<file path="src/rtl/opl3_timer_block.sv">
// rtl/opl3_timer_block.sv - OPL3 Timer 1/Timer 2 block: register decode, prescalers, counters, flags, status/IRQ
module opl3_timer_block #(
    parameter int TIMER1_TICK_CYCLES = 1966,
    parameter int TIMER2_TICK_CYCLES = 7864
) (
    input  logic        clk,
    input  logic        reset,
    input  logic [17:0] opl3_reg_wr,
    output logic [7:0]  status,
    output logic        irq_n
);
    localparam int W1 = (TIMER1_TICK_CYCLES > 1) ? $clog2(TIMER1_TICK_CYCLES) : 1;
    localparam int W2 = (TIMER2_TICK_CYCLES > 1) ? $clog2(TIMER2_TICK_CYCLES) : 1;
    localparam logic [W1-1:0] LAST1 = W1'(TIMER1_TICK_CYCLES - 1);
    localparam logic [W2-1:0] LAST2 = W2'(TIMER2_TICK_CYCLES - 1);

    logic        wr_valid;
    logic        wr_bank;
    logic [7:0]  wr_addr;
    logic [7:0]  wr_data;
    logic        wr_en;
    logic        clr_flags;

    logic [W1-1:0] pre1;
    logic [W2-1:0] pre2;
    logic [1:0]    tick;

    logic [7:0] preset      [2];
    logic [7:0] preset_next [2];
    logic [7:0] cnt         [2];
    logic [7:0] cnt_next    [2];
    logic [1:0] st, st_next;
    logic [1:0] mt, mt_next;
    logic [1:0] ft, ft_next;
    logic [1:0] ovf;

    assign wr_valid = opl3_reg_wr[17];
    assign wr_bank  = opl3_reg_wr[16];
    assign wr_addr  = opl3_reg_wr[15:8];
    assign wr_data  = opl3_reg_wr[7:0];
    assign wr_en    = wr_valid && !wr_bank;

    // Prescalers run from reset regardless of the start bits
    always_ff @(posedge clk) begin
        if (reset) begin
            pre1 <= '0;
            pre2 <= '0;
        end else begin
            pre1 <= (pre1 == LAST1) ? '0 : pre1 + W1'(1);
            pre2 <= (pre2 == LAST2) ? '0 : pre2 + W2'(1);
        end
    end

    assign tick[0] = (pre1 == LAST1);
    assign tick[1] = (pre2 == LAST2);

    always_comb begin
        preset_next = preset;
        st_next     = st;
        mt_next     = mt;
        clr_flags   = 1'b0;
        if (wr_en) begin
            if (wr_addr == 8'h02) preset_next[0] = wr_data;
            if (wr_addr == 8'h03) preset_next[1] = wr_data;
            if (wr_addr == 8'h04) begin
                if (wr_data[7]) begin
                    clr_flags = 1'b1;
                end else begin
                    mt_next = {wr_data[5], wr_data[6]};
                    st_next = wr_data[1:0];
                end
            end
        end
        // Overflow reload uses the preset as committed this cycle
        for (int i = 0; i < 2; i++) begin
            cnt_next[i] = cnt[i];
            ovf[i]      = 1'b0;
            if (st_next[i] && !st[i]) begin
                cnt_next[i] = preset_next[i];
            end else if (st[i] && tick[i]) begin
                if (cnt[i] == 8'hFF) begin
                    ovf[i]      = 1'b1;
                    cnt_next[i] = preset_next[i];
                end else begin
                    cnt_next[i] = cnt[i] + 8'd1;
                end
            end
            // Set beats a same-cycle clear so no overflow is lost
            ft_next[i] = (ft[i] && !clr_flags) || (ovf[i] && !mt[i]);
        end
    end

    always_ff @(posedge clk) begin
        if (reset) begin
            preset <= '{default: 8'h00};
            cnt    <= '{default: 8'h00};
            st     <= 2'b00;
            mt     <= 2'b00;
            ft     <= 2'b00;
        end else begin
            preset <= preset_next;
            cnt    <= cnt_next;
            st     <= st_next;
            mt     <= mt_next;
            ft     <= ft_next;
        end
    end

    assign status = {ft[0] | ft[1], ft[0], ft[1], 5'b00000};
    assign irq_n  = ~(ft[0] | ft[1]);
endmodule

</file>
<file path="config.mk">
export PLATFORM = sky130hd
export DESIGN_NAME = opl3_timer_block
export DESIGN_NICKNAME = d
export VERILOG_FILES = /design/src/rtl/opl3_timer_block.sv
export SDC_FILE = /design/constraint.sdc
export NUM_CORES = 1
export LEC_CHECK = 0
export CAP_MARGIN = 20
export CORE_MARGIN = 2
export CORE_UTILIZATION = 45
export CTS_BUF_LIST = sky130_fd_sc_hd__clkbuf_4 sky130_fd_sc_hd__clkbuf_8 sky130_fd_sc_hd__clkbuf_16
export CTS_CLUSTER_SIZE = 24
export DETAILED_ROUTE_END_ITERATION = 16
export HOLD_SLACK_MARGIN = 0.12
export PLACE_DENSITY_LB_ADDON = 0.25
export SLEW_MARGIN = 25
export SYNTH_ARGS = -nofsm -noshare
export SYNTH_HDL_FRONTEND = slang
export SYNTH_SLANG_ARGS = --single-unit
</file>
<file path="constraint.sdc">
create_clock -name clk -period 2.3 [get_ports clk]
set_clock_uncertainty 0.2 [all_clocks]
set_input_delay 0.345 -clock clk [delete_from_list [all_inputs] [get_ports clk]]
set_output_delay 0.345 -clock clk [all_outputs]
set_load 0.005 [all_outputs]
</file>
# After elaboration in Yosys (flattened, before gate mapping)
# Cells that the tools add are included.
# op_classes
n_reduce_logical	22
eq_ne	7
n_bitwise	3
mux	21
addsub	4
# op_table
op	n
8-bit 2-to-1 mux	8
8-bit by 1-bit adder with 8-bit output (second input constant)	2
8-bit by 2-bit == test with 1-bit output (second input constant)	2
8-bit == test (second input constant)	2
16-bit 2-to-1 mux	1
13-bit by 1-bit adder with 13-bit output (second input constant)	1
13-bit == test (second input constant)	1
11-bit by 1-bit adder with 11-bit output (second input constant)	1
11-bit == test (second input constant)	1
1-bit logical AND	9
1-bit 2-to-1 mux	9
8-bit by 3-bit == test with 1-bit output (second input constant)	1
1-bit zero test	6
2-bit 2-to-1 mux	3
2-bit nonzero test	2
2-bit OR reduction	2
3-bit AND reduction	1
1-bit logical OR	2
1-bit inverter	2
1-bit OR	1
# word_totals
input_bits	20
ff_bits	62
word_cells	66

# Longest topological paths before layout
# depth
word_depth	7
depth_mapped	7

# Worst setup path before layout
# OpenSTA, ideal clock, no wires.
# synth_path
path_type	input-to-reg
startpoint	input opl3_reg_wr[16]
endpoint	register cnt[9] (netlist bit)
required_ns	2.041
setup_ns	0.059
arrival_ns	1.766
cell_stages	5
slack_ns	0.275
path_cell_list	nor4b_4 -> nand4_2 -> mux2i_1 -> a2111oi_1 -> a31o_1
# synth_between
elab_chain_len	6
elab_cells_between_ends	9
classes_between	5 x mux; 4 x reduce/logical
# synth_lines
element	line	rtl
start: declaration	8	input logic [17:0] opl3_reg_wr,
1-bit zero test *	41	assign wr_en = wr_valid && !wr_bank;
1-bit logical AND *	41	
16-bit 2-to-1 mux	62	if (wr_en) begin
8-bit 2-to-1 mux	81	if (cnt[i] == 8'hFF) begin
8-bit 2-to-1 mux	80	end else if (st[i] && tick[i]) begin
8-bit 2-to-1 mux	78	if (st_next[i] && !st[i]) begin
end signal: assignment	102	cnt <= cnt_next;
end: declaration	30	logic [7:0] cnt [2];
# Every way passes the cells marked *; elsewhere a longest branch is shown, timed or not. The select of a mux whose other input is x is not followed.
# A chain may end at the register's enable or synchronous reset.

# Final worst setup path
# Same ends and word-level chain as after synthesis.

==> qor.csv <==
stage,metric,value,unit
timing,final-report max-slew violation count,0,
floorplanning,site row count,29,
cts,Clock transition at path regs,70,ps
worst_setup_path,critical path launch point type,primary input,
global_routing,Total GRT Usage,19.0,%
synth,Post-synth EDFFs,0,
cts,Worst-Skew Late Latency,340,ps
worst_hold_path,Hold Startpoint,pre2[0]$_SDFF_PP0_,
synth,ranking of synthesized cells by area,"dfxtp_1, nor2_1, mux2i_1",
layout,Final Cell Area,0.00372,mm2
synth,synthesized flop and latch total,62,
floorplanning,I/O Pins,29,
synth,register area share after synthesis,40.9,%
worst_hold_path,Min-Delay Path Class,flip-flop to flip-flop,
detailed_routing,1st-pass router iterations,4,
timing,min Tclk post-route,2110,ps
pwr,Leak,0.00155,uW
timing,final hold viol count,0,
synth,most frequent cell after synthesis,dfxtp_1,
global_routing,largest net degree at the start of global routing,35,
floorplanning,Die ar.,0.00742,mm2
cts,Root Buffer,clkbuf_8,
timing,Final period util,91.6,%
detailed_routing,via/cell ratio,5.54,
layout,ratio of cells with drive above 1 in the final layout,13.8,%
worst_hold_path,hold endpoint,pre2[0]$_SDFF_PP0_,
timing,max frequency,0.475,GHz
worst_setup_path,CP Class,primary input to flip-flop,
worst_setup_path,Worst R2R Start,pre1[1]$_SDFF_PP0_,
cts,Num Clock Sinks,62,
pwr,P per Cell Area,588,mW/mm2
worst_hold_path,cell count of the worst hold path,1,
worst_setup_path,Reg2Reg Capture Point,cnt[11]$_SDFFE_PP0P_,
worst_setup_path,flop-to-flop setup slack,260,ps
place,hpwl dp,4830,um
floorplanning,Chip Width,86.1,um
cts,"Hold-fix buffers, CTS",0,
detailed_routing,DR WL/cell,13.9,um
place,Port Buf Inserts,23,
detailed_routing,Routed WL,6630,um
detailed_routing,routed vias,2632,
floorplanning,Die Ht,86.1,um
place,placed inst area,0.00351,mm2
synth,Synth Instances,346,
synth,post-synth top area share,40.9,%
timing,final setup violating endpoints,0,
pwr,Tot Pwr,2190,uW
worst_setup_path,worst r2r path cells,7,
place,placed instance count,460,
synth,Post-synth ARST share,0,%
layout,Layout area overhead,22.5,%
timing,Max-slew headroom,67.3,%
cts,CTS tree,done,
worst_setup_path,required time of the critical path,2380,ps
floorplanning,Initial Utilization,47.3,%
global_routing,initial antenna violation count,0,
layout,Final nets,419,
place,dpl ws,-151,ps
cts,Max Root-Sink Buffers,2,
cts,Post-CTS Setup Inserts,0,
cts,CTS H-tree lvls,3,
global_routing,first-pass GRT wire length,11200,um
worst_setup_path,Crit Path Max Fanout,5,
worst_setup_path,Worst EP arrival,2180,ps
global_routing,GR Overflow Total,0,
synth,"Avg Cell Area, Syn",8.78,um2
synth,Netlist Area Pre-Place,0.00304,mm2
synth,Synth warnings,0,
place,GPL Wtd Cong,0.912,
detailed_routing,ANT nets after route,0,
global_routing,number of global-route vias before repair,2465,
timing,Slew @ Worst Pin,485,ps
synth,Yosys top cell by area,dfxtp_1,
floorplanning,core area,0.00642,mm2
cts,number of buffers created by CTS,9,
layout,final core utilization,57.9,%
detailed_routing,residual DRC count,0,
synth,"Top FF cell, synth",dfxtp_1,
timing,Worst Slack Setup Final,194,ps
detailed_routing,Detailed Route Iter0 Violations,124,
job,max cap viols,0,
worst_setup_path,CP endpoint kind,flip-flop,
run_status,status,completed,
timing,RSZ-0062 raised after global routing,no,
synth,Cell variety after synth,52,
pwr,VDD IR max,0.419,mV
layout,Layout Cells excl Fill,475,
layout,Antenna diodes,0,
synth,"top cells by count, synth","dfxtp_1, nor2_1, mux2i_1, nand2_1",
cts,post-CTS sizing,0,
state kept, by name, indices dropped and copies added, names as in the netlist:
signal / cells
mt: 2
cnt: 16
pre1: 11
preset: 16
ft: 2
pre2: 13
st: 2
cells in the final DEF, fill, tap and decap left out, types with 4 or more instances in the layout:
| master | netlist | layout |
|---|---|---|
| a21o_1 | 4 | 4 |
| a21oi_1 | 14 | 14 |
| and2_1 | 5 | 5 |
| and3_1 | 6 | 6 |
| and4_1 | 8 | 8 |
| and4b_1 | 4 | 4 |
| buf_4 | 6 | 28 |
| clkbuf_8 | 0 | 12 |
| clkdlybuf4s50_1 | 0 | 23 |
| conb_1 | 1 | 5 |
| dfxtp_1 | 62 | 62 |
| ha_1 | 5 | 5 |
| inv_1 | 6 | 6 |
| mux2i_1 | 19 | 19 |
| nand2_1 | 19 | 19 |
| nand3_1 | 16 | 16 |
| nand4_1 | 16 | 16 |
| nor2_1 | 57 | 57 |
| nor3_1 | 5 | 5 |
| o21ai_0 | 11 | 11 |
| xnor2_1 | 5 | 5 |
| xor2_1 | 15 | 15 |
stage by stage:
step / TNS (ps) / hold WS (ps)
after CTS: 0 / 270
after global routing: 0 / 296
after global placement: -522 / 241
after detailed placement: -820 / 255
after floorplan: 0 / 226
final: 0 / 274
area by class of cell:
type                    instances  area (um2)
clock buffers                  12         165
clock inverters                 3        42.5
fillers                       570        2700
inverters                       6        22.5
multi-input cells             263        1690
flip-flops and latches         62        1240
well taps                      77        96.3
repair buffers                 52         460
layer usage:
layer	up-vias	GRT usage, %	wire (um)
met5	-	0	0
met2	70	30.3	3040
met4	0	7.65	131
met1	1215	23.6	3060
li1	1331	-	-
met3	16	6.26	392
worst max-delay path, cell delays in order:
cell and delay, ps:
clkdlybuf4s50_1 440, nor4b_4 390, buf_4 190, and4_1 220, nor3_1 60, a2111oi_1 390
a31o_1 140
cell families after synthesis:
family,share of synthesized area [%]
AO/OA/AOI/OAI,11.8
XOR/XNOR,5.77
adder cells (fa/ha/maj),2.06
buffers and inverters,3.96
flip-flops,40.9
multiplexers,6.63
other,0.123
AND/OR/NAND/NOR,28.8
power by group:
part	internal, uW	switching, uW	leakage [uW]
registers	1080	8.59	0.000500
clock network	581	403	0.000104
logic	58.7	54.3	0.000949
worst max-delay path by stage:
stage | to | startpoint | depth (start not counted) | slack (ps)
detailed placement | cnt[9]$_SDFFE_PP0P_ | opl3_reg_wr[16] | 7 | -150
global route | cnt[9]$_SDFFE_PP0P_ | opl3_reg_wr[16] | 7 | 100
CTS | cnt[9]$_SDFFE_PP0P_ | opl3_reg_wr[16] | 7 | 200
finish | cnt[9]$_SDFFE_PP0P_ | opl3_reg_wr[16] | 7 | 190
global placement | cnt[9]$_SDFFE_PP0P_ | opl3_reg_wr[16] | 7 | -110
floorplan | cnt[9]$_SDFFE_PP0P_ | opl3_reg_wr[16] | 5 | 270
(Power assumes the default switching activity.)
